File: config.mk
export PLATFORM = sky130hd
export DESIGN_NAME = byte_window_framer
export DESIGN_NICKNAME = d
export VERILOG_FILES = /design/src/rtl/byte_window_framer.sv
export SDC_FILE = /design/constraint.sdc
export NUM_CORES = 1
export LEC_CHECK = 0
export BUFFER_PORTS_ARGS = -buffer_cell sky130_fd_sc_hd__buf_2
export CAP_MARGIN = 40
export CELL_PAD_IN_SITES_DETAIL_PLACEMENT = 1
export CELL_PAD_IN_SITES_GLOBAL_PLACEMENT = 1
export CORE_MARGIN = 4
export CORE_UTILIZATION = 35
export CTS_BUF_LIST = sky130_fd_sc_hd__clkbuf_4 sky130_fd_sc_hd__clkbuf_8 sky130_fd_sc_hd__clkbuf_16
export CTS_CLUSTER_SIZE = 20
export DETAILED_ROUTE_END_ITERATION = 7
export MAX_ROUTING_LAYER = met4
export PLACE_DENSITY = 0.88
export SYNTH_ARGS = -nofsm -noshare
export SYNTH_HDL_FRONTEND = slang
export SYNTH_SLANG_ARGS = --single-unit
File: constraint.sdc
create_clock -name clk -period 2.6 [get_ports clk]
set_input_delay 0.13 -clock clk [delete_from_list [all_inputs] [get_ports clk]]
set_output_delay 0.13 -clock clk [all_outputs]
set_load 0.02 [all_outputs]
File: src/rtl/byte_window_framer.sv
// byte_window_framer: hunts for SYNC_BYTE at the oldest tap of an 8-byte
// shift register and emits one aligned 64-bit frame every 8 clocks.
//
// Ports:
//   clk, reset      rising-edge clock, synchronous active-high reset
//   Q0..Q7          upstream taps, Q0 newest, Q7 oldest
//   word_out        captured frame, [63:56]=Q7 ... [7:0]=Q0
//   word_valid      word_out holds an unconsumed frame
//   word_ready      downstream accepts on word_valid && word_ready
//   locked          high while in LOCK
//   sync_err        one-cycle pulse per LOCK capture with a bad sync byte
//   overflow        sticky, set when a capture is dropped
//   word_csum       XOR of Q0..Q7 at capture (only with FRAMER_CHECKSUM_EN)
//
// Optional feature macro: FRAMER_CHECKSUM_EN adds the word_csum port.

module byte_window_framer #(
    parameter logic [7:0]  SYNC_BYTE  = 8'hA5,
    parameter int unsigned MISS_LIMIT = 3
) (
    input  logic        clk,
    input  logic        reset,
    input  logic [7:0]  Q0,
    input  logic [7:0]  Q1,
    input  logic [7:0]  Q2,
    input  logic [7:0]  Q3,
    input  logic [7:0]  Q4,
    input  logic [7:0]  Q5,
    input  logic [7:0]  Q6,
    input  logic [7:0]  Q7,
    output logic [63:0] word_out,
    output logic        word_valid,
    input  logic        word_ready,
    output logic        locked,
    output logic        sync_err,
    output logic        overflow
`ifdef FRAMER_CHECKSUM_EN
    ,
    output logic [7:0]  word_csum
`endif
);

    typedef enum logic [1:0] {
        FILL = 2'd0,
        HUNT = 2'd1,
        LOCK = 2'd2
    } state_t;

    localparam logic [3:0] MISS_MAX = 4'(MISS_LIMIT);

    state_t     state, state_n;
    logic [2:0] fill_cnt, fill_cnt_n;
    logic       fill_done, fill_done_n;
    logic [2:0] phase, phase_n;
    logic [3:0] miss, miss_n;
    logic       capture;
    logic       sync_bad;
    logic       sync_ok;
    logic       accept;
    logic [63:0] frame;

    assign sync_ok = (Q7 == SYNC_BYTE);
    assign accept  = word_valid && word_ready;
    assign frame   = {Q7, Q6, Q5, Q4, Q3, Q2, Q1, Q0};
    assign locked  = (state == LOCK);

    always_ff @(posedge clk) begin
        if (reset) begin
            state     <= FILL;
            fill_cnt  <= 3'd0;
            fill_done <= 1'b0;
            phase     <= 3'd0;
            miss      <= 4'd0;
        end else begin
            state     <= state_n;
            fill_cnt  <= fill_cnt_n;
            fill_done <= fill_done_n;
            phase     <= phase_n;
            miss      <= miss_n;
        end
    end

    always_comb begin
        state_n     = state;
        fill_cnt_n  = fill_cnt;
        fill_done_n = fill_done;
        phase_n     = phase;
        miss_n      = miss;
        capture     = 1'b0;
        sync_bad    = 1'b0;
        unique case (state)
            FILL: begin
                // Let the zeros left upstream by reset drain out first.
                fill_cnt_n = fill_cnt + 3'd1;
                if (fill_cnt == 3'd7) begin
                    fill_done_n = 1'b1;
                    state_n     = HUNT;
                end
            end
            HUNT: begin
                if (sync_ok) begin
                    capture = 1'b1;
                    state_n = LOCK;
                    phase_n = 3'd0;
                    miss_n  = 4'd0;
                end
            end
            LOCK: begin
                phase_n = phase + 3'd1;
                if (phase == 3'd7) begin
                    capture = 1'b1;
                    if (sync_ok) begin
                        miss_n = 4'd0;
                    end else begin
                        sync_bad = 1'b1;
                        if (miss + 4'd1 == MISS_MAX) begin
                            state_n = HUNT;
                            miss_n  = 4'd0;
                        end else begin
                            miss_n = miss + 4'd1;
                        end
                    end
                end
            end
            default: begin
                state_n = FILL;
            end
        endcase
    end

    always_ff @(posedge clk) begin
        if (reset) begin
            word_out   <= 64'h0;
            word_valid <= 1'b0;
            sync_err   <= 1'b0;
            overflow   <= 1'b0;
        end else begin
            sync_err <= sync_bad;
            if (capture) begin
                // A simultaneous accept frees the slot for the new frame.
                if (!word_valid || word_ready) begin
                    word_out   <= frame;
                    word_valid <= 1'b1;
                end else begin
                    overflow <= 1'b1;
                end
            end else if (accept) begin
                word_valid <= 1'b0;
            end
        end
    end

`ifdef FRAMER_CHECKSUM_EN
    always_ff @(posedge clk) begin
        if (reset) begin
            word_csum <= 8'h00;
        end else if (capture && (!word_valid || word_ready)) begin
            word_csum <= Q0 ^ Q1 ^ Q2 ^ Q3 ^ Q4 ^ Q5 ^ Q6 ^ Q7;
        end
    end
`endif

endmodule
# After elaboration in Yosys (flattened, before gate mapping)

Index checks and enable logic that the tools add are counted.

Add/sub/neg operators: 3
Equal/unequal tests: 12
Muxes and demuxes: 20
Bitwise logic cells: 3
Reduce and logical (&&, ||, !) cells: 13

Operators with widths:

| kind                                                   | count |
|---|---|
| two-way mux 4 bit                                      | 4 |
| two-way mux 2 bit                                      | 5 |
| == test 8 bit (second input constant)                  | 1 |
| one-hot mux 4 bit (2 select lines)                     | 1 |
| AND reduction 2 bit                                    | 4 |
| adder 3 x 1 -> 3 bit (second input constant)           | 2 |
| == test 3 bit (second input constant)                  | 2 |
| two-way mux 1 bit                                      | 6 |
| inequality test 2 x 1 -> 1 bit (second input constant) | 3 |
| inequality test 2 bit (second input constant)          | 3 |
| one-hot mux 2 bit (3 select lines)                     | 1 |
| one-hot mux 3 bit (2 select lines)                     | 1 |
| AND reduction 5 bit                                    | 1 |
| adder 4 x 1 -> 4 bit (second input constant)           | 1 |
| == test 4 x 2 -> 1 bit (second input constant)         | 1 |
| nonzero test 2 bit                                     | 2 |
| two-way mux 3 bit                                      | 1 |
| inverter 1 bit                                         | 3 |
| AND reduction 3 bit                                    | 1 |
| OR reduction 3 bit                                     | 1 |
| == test 2 x 1 -> 1 bit (second input constant)         | 1 |
| == test 2 bit (second input constant)                  | 1 |
| zero test 2 bit                                        | 1 |
| one-hot mux 1 bit (2 select lines)                     | 1 |
| 3 further kinds                                        | 3 |

Register bits: 79
Output and inout port bits: 68

# Logic depth before layout (Yosys ltp)

Gate-level depths: netlist (run 1).

Depth after elaboration: 6
Depth in mapped cells: 9
Gate-level depth less buffers: 7

# Least setup slack after synthesis (run 1)

OpenSTA, ideal clock, no wires.

Path type: flip-flop to flip-flop
From: reg state[0]
To: reg miss[2]
Arrival: 1.941 ns
Required time: 2.530 ns
Setup slack: 0.589 ns
Cell stages (with the launch flop): 9
Buffers on the path: 1
Period minus slack after synthesis: 2.011 ns
Cells stage by stage: dfxtp_1 inv_1 ha_1 clkbuf_1 nor2b_1 a31oi_2 a21o_1 or4_1 a21oi_1

Longest elaborated chain between the ends: 3

RTL lines:

| element                                                                                      | line | text |
|---|---|---|
| start, declared                                                                              | 51   | `state_t state, state_n;` |
| start signal, assigned                                                                       | 75   | `state <= state_n;` |
| == test 2 bit *                                                                              | --   |  |
| via locked                                                                                   | 34   | `output logic locked,` |
| inequality test 2 x 1 -> 1 bit (no source line) / nonzero test 2 bit (equally long branches) | --   |  |
| AND reduction 3 bit (no source line)                                                         | --   |  |
| end signal, assigned                                                                         | 79   | `miss <= miss_n;` |
| end, declared                                                                                | 55   | `logic [3:0] miss, miss_n;` |

The timed path passes the listed nets; every way through them passes the cells marked *.
A chain may end at the register's enable or synchronous reset.

# Final worst setup path (run 1)

From: reg state[1]
To: reg word_out[17]

Longest elaborated chain between the ends: 3

RTL lines:

| element                                                        | line | text |
|---|---|---|
| == test 2 bit / == test 2 x 1 -> 1 bit (equally long branches) | 91   | `unique case (state)` |
| one-hot mux 1 bit (2 select lines) *                           | 91   |  |
| AND reduction 2 bit (no source line) *                         | --   |  |
| end signal, assigned                                           | 142  | `word_out <= frame;` |
| end, declared                                                  | 31   | `output logic [63:0] word_out,` |

Mark *: on every way between the ends. The rest lies on a longest branch, timed or not.

==> reports/metrics.yaml, run 1 <==
hold_buffers: 0
crit_path_start_kind: "flop"
layout-drive-gt1-share: 0.3512
clock-root-buffer: "clkbuf_8"
grt-ovfl-total: 0
first_pass_iters: 4
peakVddDrop_mv: 0.3118
grt_start_max_net_pins: 50
hp-class: "in -> reg"
synth_fp_nets: 391
fin_skew_ps: 9.610
routabilityCongestion: 0.7729
crit_slowest_cell: "ha_1"
finalSetupViolations: 0
num_vias: 2661
areaGrowthSynthToFinish_pct: 29.88
critPathRequiredTime_ps: 2820
grt_util_all_layers: 0.1545
cpPeakStageDelay_ps: 350
postPlaceCellArea_um2: 3901
finalHoldViolCount: 0
worstSkewPairLatency_ps: 350
worstMarginPinSlew_ps: 600.4
mostFrequentLayoutCell: "buf_2"
htreeDepth: 3
async_flop_share: 0
io_pins: 135
hold_ws_ps: 14.64
syn_inst: 313
cts_sinks: 79
cts_tree: "built"
dieArea_um2: 10630
rsz0062_at_grt: "no"
fmax_mhz: 470.1
drt_iter0_drc: 61
drc_errors: 0
synthDistinctLibCells: 31
crit_chain: "inv_1 > ha_1 > nand3_1 > a21oi_4 > buf_12 > mux2i_1 > nor2_1"
synth_edf_count: 0
crit_arrival_ps: 2340
die_y_um: 103.1
critPathKind: "reg -> reg"
fin_crit_ps: 2127
leakage_nw: 1.836
synth-seq-cells: 79
most-common-layout-cells: "buf_2, dfxtp_1, nor2_1, mux2i_1, ha_1"
utilization: 0.4692
stdcell_area_um2: 4111
final_antenna_net_count: 0
synth_ff_type: "dfxtp_1"
yosysWarnings: 0
grt_pass1_vias: 2696
coreArea_um2: 8763
cellPowerDensity_nw_per_um2: 579.3
clk_pin_slew_worst_paths_ps: 90
slew_violations: 0
cts.path.max_buffers: 2
syn_area_um2: 3166
wl_per_cell_um: 14.71
setup-tns-final_ps: 0
syn_area_per_cell_um2: 10.11
worstSetupEndpointType: "flop"
portBuffers: 134
post_cts_resized: 0
start_util: 0.3612
antenna_found_initial: 0
num_rows: 34
n_fill_cell: 1051
die_width_um: 103.1
cp_max_fo: 49
cts_setup_buffers: 0
grt_pass1_wl_um: 12440
run_status: "completed"
wirelength_um: 8162
viasPerCell: 4.795
cap_violations: 0
finalNetCount: 521
dp.final_hpwl_um: 6174
slew_headroom: 0.5997
n_antenna_cell: 0
cts_made_buffers: 9
fin_crit_sh: 0.8182
seq_area_frac_synth: 0.4996
==> final cells by class <==
type	count	area (um2)	share of cell area
Clock inverter	6	86.33	0.02100
Tap cell	108	135.1	0.03287
Timing Repair Buffer	137	705.7	0.1716
Multi-Input combinational cell	207	1445	0.3515
Inverter	9	33.78	0.008217
Clock buffer	9	123.9	0.03013
Sequential cell	79	1582	0.3847
==> Yosys cell counts, drive strengths merged, types with 2 or more instances <==
cell    count  area (um2)
dfxtp      79        1582
nor2       76       285.3
mux2i      66       660.6
clkbuf     11       41.29
ha         11       137.6
nand2      10       37.54
inv         9       33.78
a21oi       7       35.03
buf         7       75.07
o21ai       6       30.03
a211oi      3       22.52
a22oi       3       22.52
nand3       3       15.01
nor2b       3       18.77
a21o        2       15.01
nand2b      2       12.51
or2         2       12.51
==> state kept, by name, summed over array words and instances (netlist names) <==
register and count:
phase 3, sync_err 1, overflow 1, fill_cnt 3, word_out 64, word_valid 1, state 2, miss 4
==> report_power, final <==
group	leakage [nW]	switching, mW	internal (mW)
registers	0.637	0.0131	1.23
clock network	0.105	0.447	0.534
logic	1.09	0.0855	0.0772
total	1.84	0.545	1.84
==> metrics by stage <==
stage	total power [mW]	setup WS, ps	cells
after floorplan	1.351	588.9	313
after global placement	1.420	643.4	540
after detailed placement	1.430	526.1	540
after CTS	2.414	510.2	555
after global routing	2.488	374.7	555
final	2.382	472.6	555
==> critical path, delay by kind of cell (launching register included) <==
kind / cells / cell delay [ps]
AND/OR/NAND/NOR: 2 / 300
adder cells (fa/ha/maj): 1 / 350
flip-flops: 1 / 340
AO/OA/AOI/OAI: 1 / 250
multiplexers: 1 / 260
buffers and inverters: 2 / 440
==> per-layer routing <==
metal  track usage  routed length (um)  vias up
li1              -                   -     1312
met1        0.1681                3322     1266
met2        0.2723                4344       71
met3       0.04060                 395       12
met4       0.05179                 100        0
met5             -                   0        -
==> final timing paths <==
path	start	endpoint	slack, ps	depth (start not counted)
hold / removal	Q5[2]	word_out[42]	10	3
setup reg to reg	state[1]	word_out[17]	470	7
hold reg to reg	phase[0]	phase[0]	490	2
setup / recovery	state[1]	word_out[17]	470	7
==> logic make-up (layout without fill, tap and decap cells) <==
group / count (synthesis) / after routing / synth area share
buffers and inverters: 27 / 161 / 0.04743
xor gates and xnor gates: 1 / 1 / 0.002767
adders and majority gates: 11 / 11 / 0.04348
AOI/OAI and AO/OA: 28 / 28 / 0.06047
DFF: 79 / 79 / 0.4996
and+or+nand+nor: 101 / 101 / 0.1376
muxes: 66 / 66 / 0.2087
No activity file was read; power rests on OpenSTA's default activity.
==> inputs of run 2 (changes only) <==
- clock period: 2.6 -> 2.23 ns (I/O delays scaled with it)
==> reports/metrics.yaml, run 2 (synthesis results as in run 1) <==
dieArea_um2: 10630  # unchanged
rsz0062_at_grt: "no"  # unchanged
setup-tns-final_ps: 0  # unchanged
worstSkewPairLatency_ps: 350  # about the same
top_usage_layer: "met2"  # unchanged
utilization: 0.4844  # was 0.4692
layout-drive-gt1-share: 0.3471  # was 0.3512
areaGrowthSynthToFinish_pct: 34.11  # was 29.88%
fin_crit_sh: 0.9301  # was 0.8182
cts_made_buffers: 9  # unchanged
cts_setup_buffers: 0  # unchanged
grt-ovfl-total: 0  # unchanged
coreArea_um2: 8763  # unchanged
cp_max_fo: 48  # was 49
use_met2: 0.3098  # was 0.2723
leakage_nw: 1.893  # was 1.836 nW
viasPerCell: 4.815  # was 4.795
slew_headroom: 0.5718  # was 0.5997
first_pass_iters: 4  # unchanged
antenna_found_initial: 0  # unchanged
cts_sinks: 79  # unchanged
critPathKind: "reg -> reg"  # unchanged
most-common-layout-cells: "buf_2, dfxtp_1, nor2_1, mux2i_1, dlygate4sd3_1"  # was buf_2, dfxtp_1, nor2_1, mux2i_1, ha_1
worstSetupEndpointType: "flop"  # unchanged
hp-class: "in -> reg"  # unchanged
routabilityCongestion: 0.8045  # was 0.7729
wl_per_cell_um: 15.43  # was 14.71 um
crit_slowest_cell: "dfxtp_1"  # was ha_1
crit_buf_inv: 2  # unchanged
num_vias: 2740  # was 2661
grt_start_max_net_pins: 50  # unchanged
cts.path.max_buffers: 2  # unchanged
portBuffers: 134  # unchanged
critPathTopFamily: "buffers and inverters"  # unchanged
finalNetCount: 534  # was 521
cellPowerDensity_nw_per_um2: 649.1  # was 579.3 nW/um2
reg2reg_slack_ps: 160  # was 470 ps
drc_errors: 0  # unchanged
fin_skew_ps: 16.24  # was 9.610 ps
top_register: "word_out"  # unchanged
peakVddDrop_mv: 0.3103  # was 0.3118 mV
run_status: "completed"  # unchanged
grt_util_all_layers: 0.1708  # was 0.1545
grt_pass1_vias: 2937  # was 2696
wirelength_um: 8780  # was 8162 um
finalHoldViolCount: 0  # unchanged
num_rows: 34  # unchanged
largest_register_ffs: 64  # unchanged
cap_violations: 0  # unchanged
worstMarginPinSlew_ps: 642.3  # was 600.4 ps
n_antenna_cell: 0  # unchanged
met3_usage: 0.03180  # was 0.04060
pre_cts_slack_ps: 197.3  # was 526.1 ps
clock-root-buffer: "clkbuf_8"  # unchanged
dp.final_hpwl_um: 6388  # was 6174 um
cpPeakStageDelay_ps: 350  # about the same
grt_pass1_wl_um: 13820  # was 12440 um
htreeDepth: 3  # unchanged
fin_crit_ps: 2074  # was 2127 ps
crit_chain: "inv_1 > ha_1 > nand3_1 > a21oi_4 > buf_12 > mux2i_1 > nor2_1"  # unchanged
start_util: 0.3612  # unchanged
crit_path_start_kind: "flop"  # unchanged
cts_tree: "built"  # unchanged
mostFrequentLayoutCell: "buf_2"  # unchanged
fmax_mhz: 482.1  # was 470.1 MHz
io_pins: 135  # unchanged
gr-usage-met1: 0.1857  # was 0.1681
finalSetupViolations: 0  # unchanged
final_antenna_net_count: 0  # unchanged
final.setup.worst_slack_ps: 155.9  # was 472.6 ps
die_y_um: 103.1  # unchanged
slew_violations: 0  # unchanged
critPathRequiredTime_ps: 2470  # was 2820 ps
clk_pin_slew_worst_paths_ps: 90  # about the same
drt_iter0_drc: 102  # was 61
crit_arrival_ps: 2310  # was 2340 ps
die_width_um: 103.1  # unchanged
top_regs: "word_out (64), miss (4)"  # unchanged
-- run 2: changes by cell type in the layout (fill, tap and decap cells not counted), sizes merged --
cell and change:
buf +1, bufinv -1, clkbuf +2, clkinv -1
dlygate4sd3 +12, inv +1
-- run 2: routing by layer --
layer | vias up | routed length [um]
li1 | 1336 | -
met1 | 1324 | 3433
met2 | 67 | 4827
met3 | 13 | 338
met4 | 0 | 180
met5 | - | 0
-- run 2: report_power, final --
group          internal [mW]  switching [mW]  leakage [nW]  total [mW]
Combinational          0.107           0.105          1.15       0.212
Sequential              1.43          0.0146         0.637        1.44
Clock                  0.562           0.538         0.103        1.10
-- run 2: path summary, 6_finish.rpt --
kind                startpoint           end  cells past startpoint
hold / removal           Q0[3]   word_out[3]                      3
hold reg to reg   word_out[58]  word_out[58]                      2
setup / recovery      state[1]  word_out[32]                      7
setup reg to reg      state[1]  word_out[32]                      7
-- run 2: final cells by class --
cell class,instances,area (um2)
Timing Repair Buffer,150,845.8
Tap cell,108,135.1
Clock buffer,11,145.1
Clock inverter,5,56.30
Multi-Input combinational cell,207,1448
Fill cell,1039,4518
Sequential cell,79,1582
Inverter,9,33.78
-- run 2: repair_timing --
item / in CTS / in global routing
gates resized for setup: 0 / 1
hold buffers: 12 / 0
endpoints found under the hold margin: 12 / 0
setup endpoints to repair: 0 / 2
-- run 2: per-stage QoR --
| step | instance area (um2) | hold slack [ps] | power [mW] | std cells |
|---|---|---|---|---|
| after floorplan | 3166 | 258.7 | 1.575 | 313 |
| after global placement | 3921 | 343.3 | 1.657 | 541 |
| after detailed placement | 3921 | 357.5 | 1.675 | 541 |
| after CTS | 4243 | 0.1864 | 2.783 | 569 |
| after global routing | 4245 | 2.552 | 2.870 | 569 |
| final | 4245 | 6.337 | 2.756 | 569 |
-- run 2: worst reg2reg max path, delay by kind of cell (launching register included) --
kind,cells,cell delay (ps)
buf+inv,2,430
mux,1,340
compound gates,1,230
fa+ha+maj,1,320
simple gates,2,310
flops,1,350
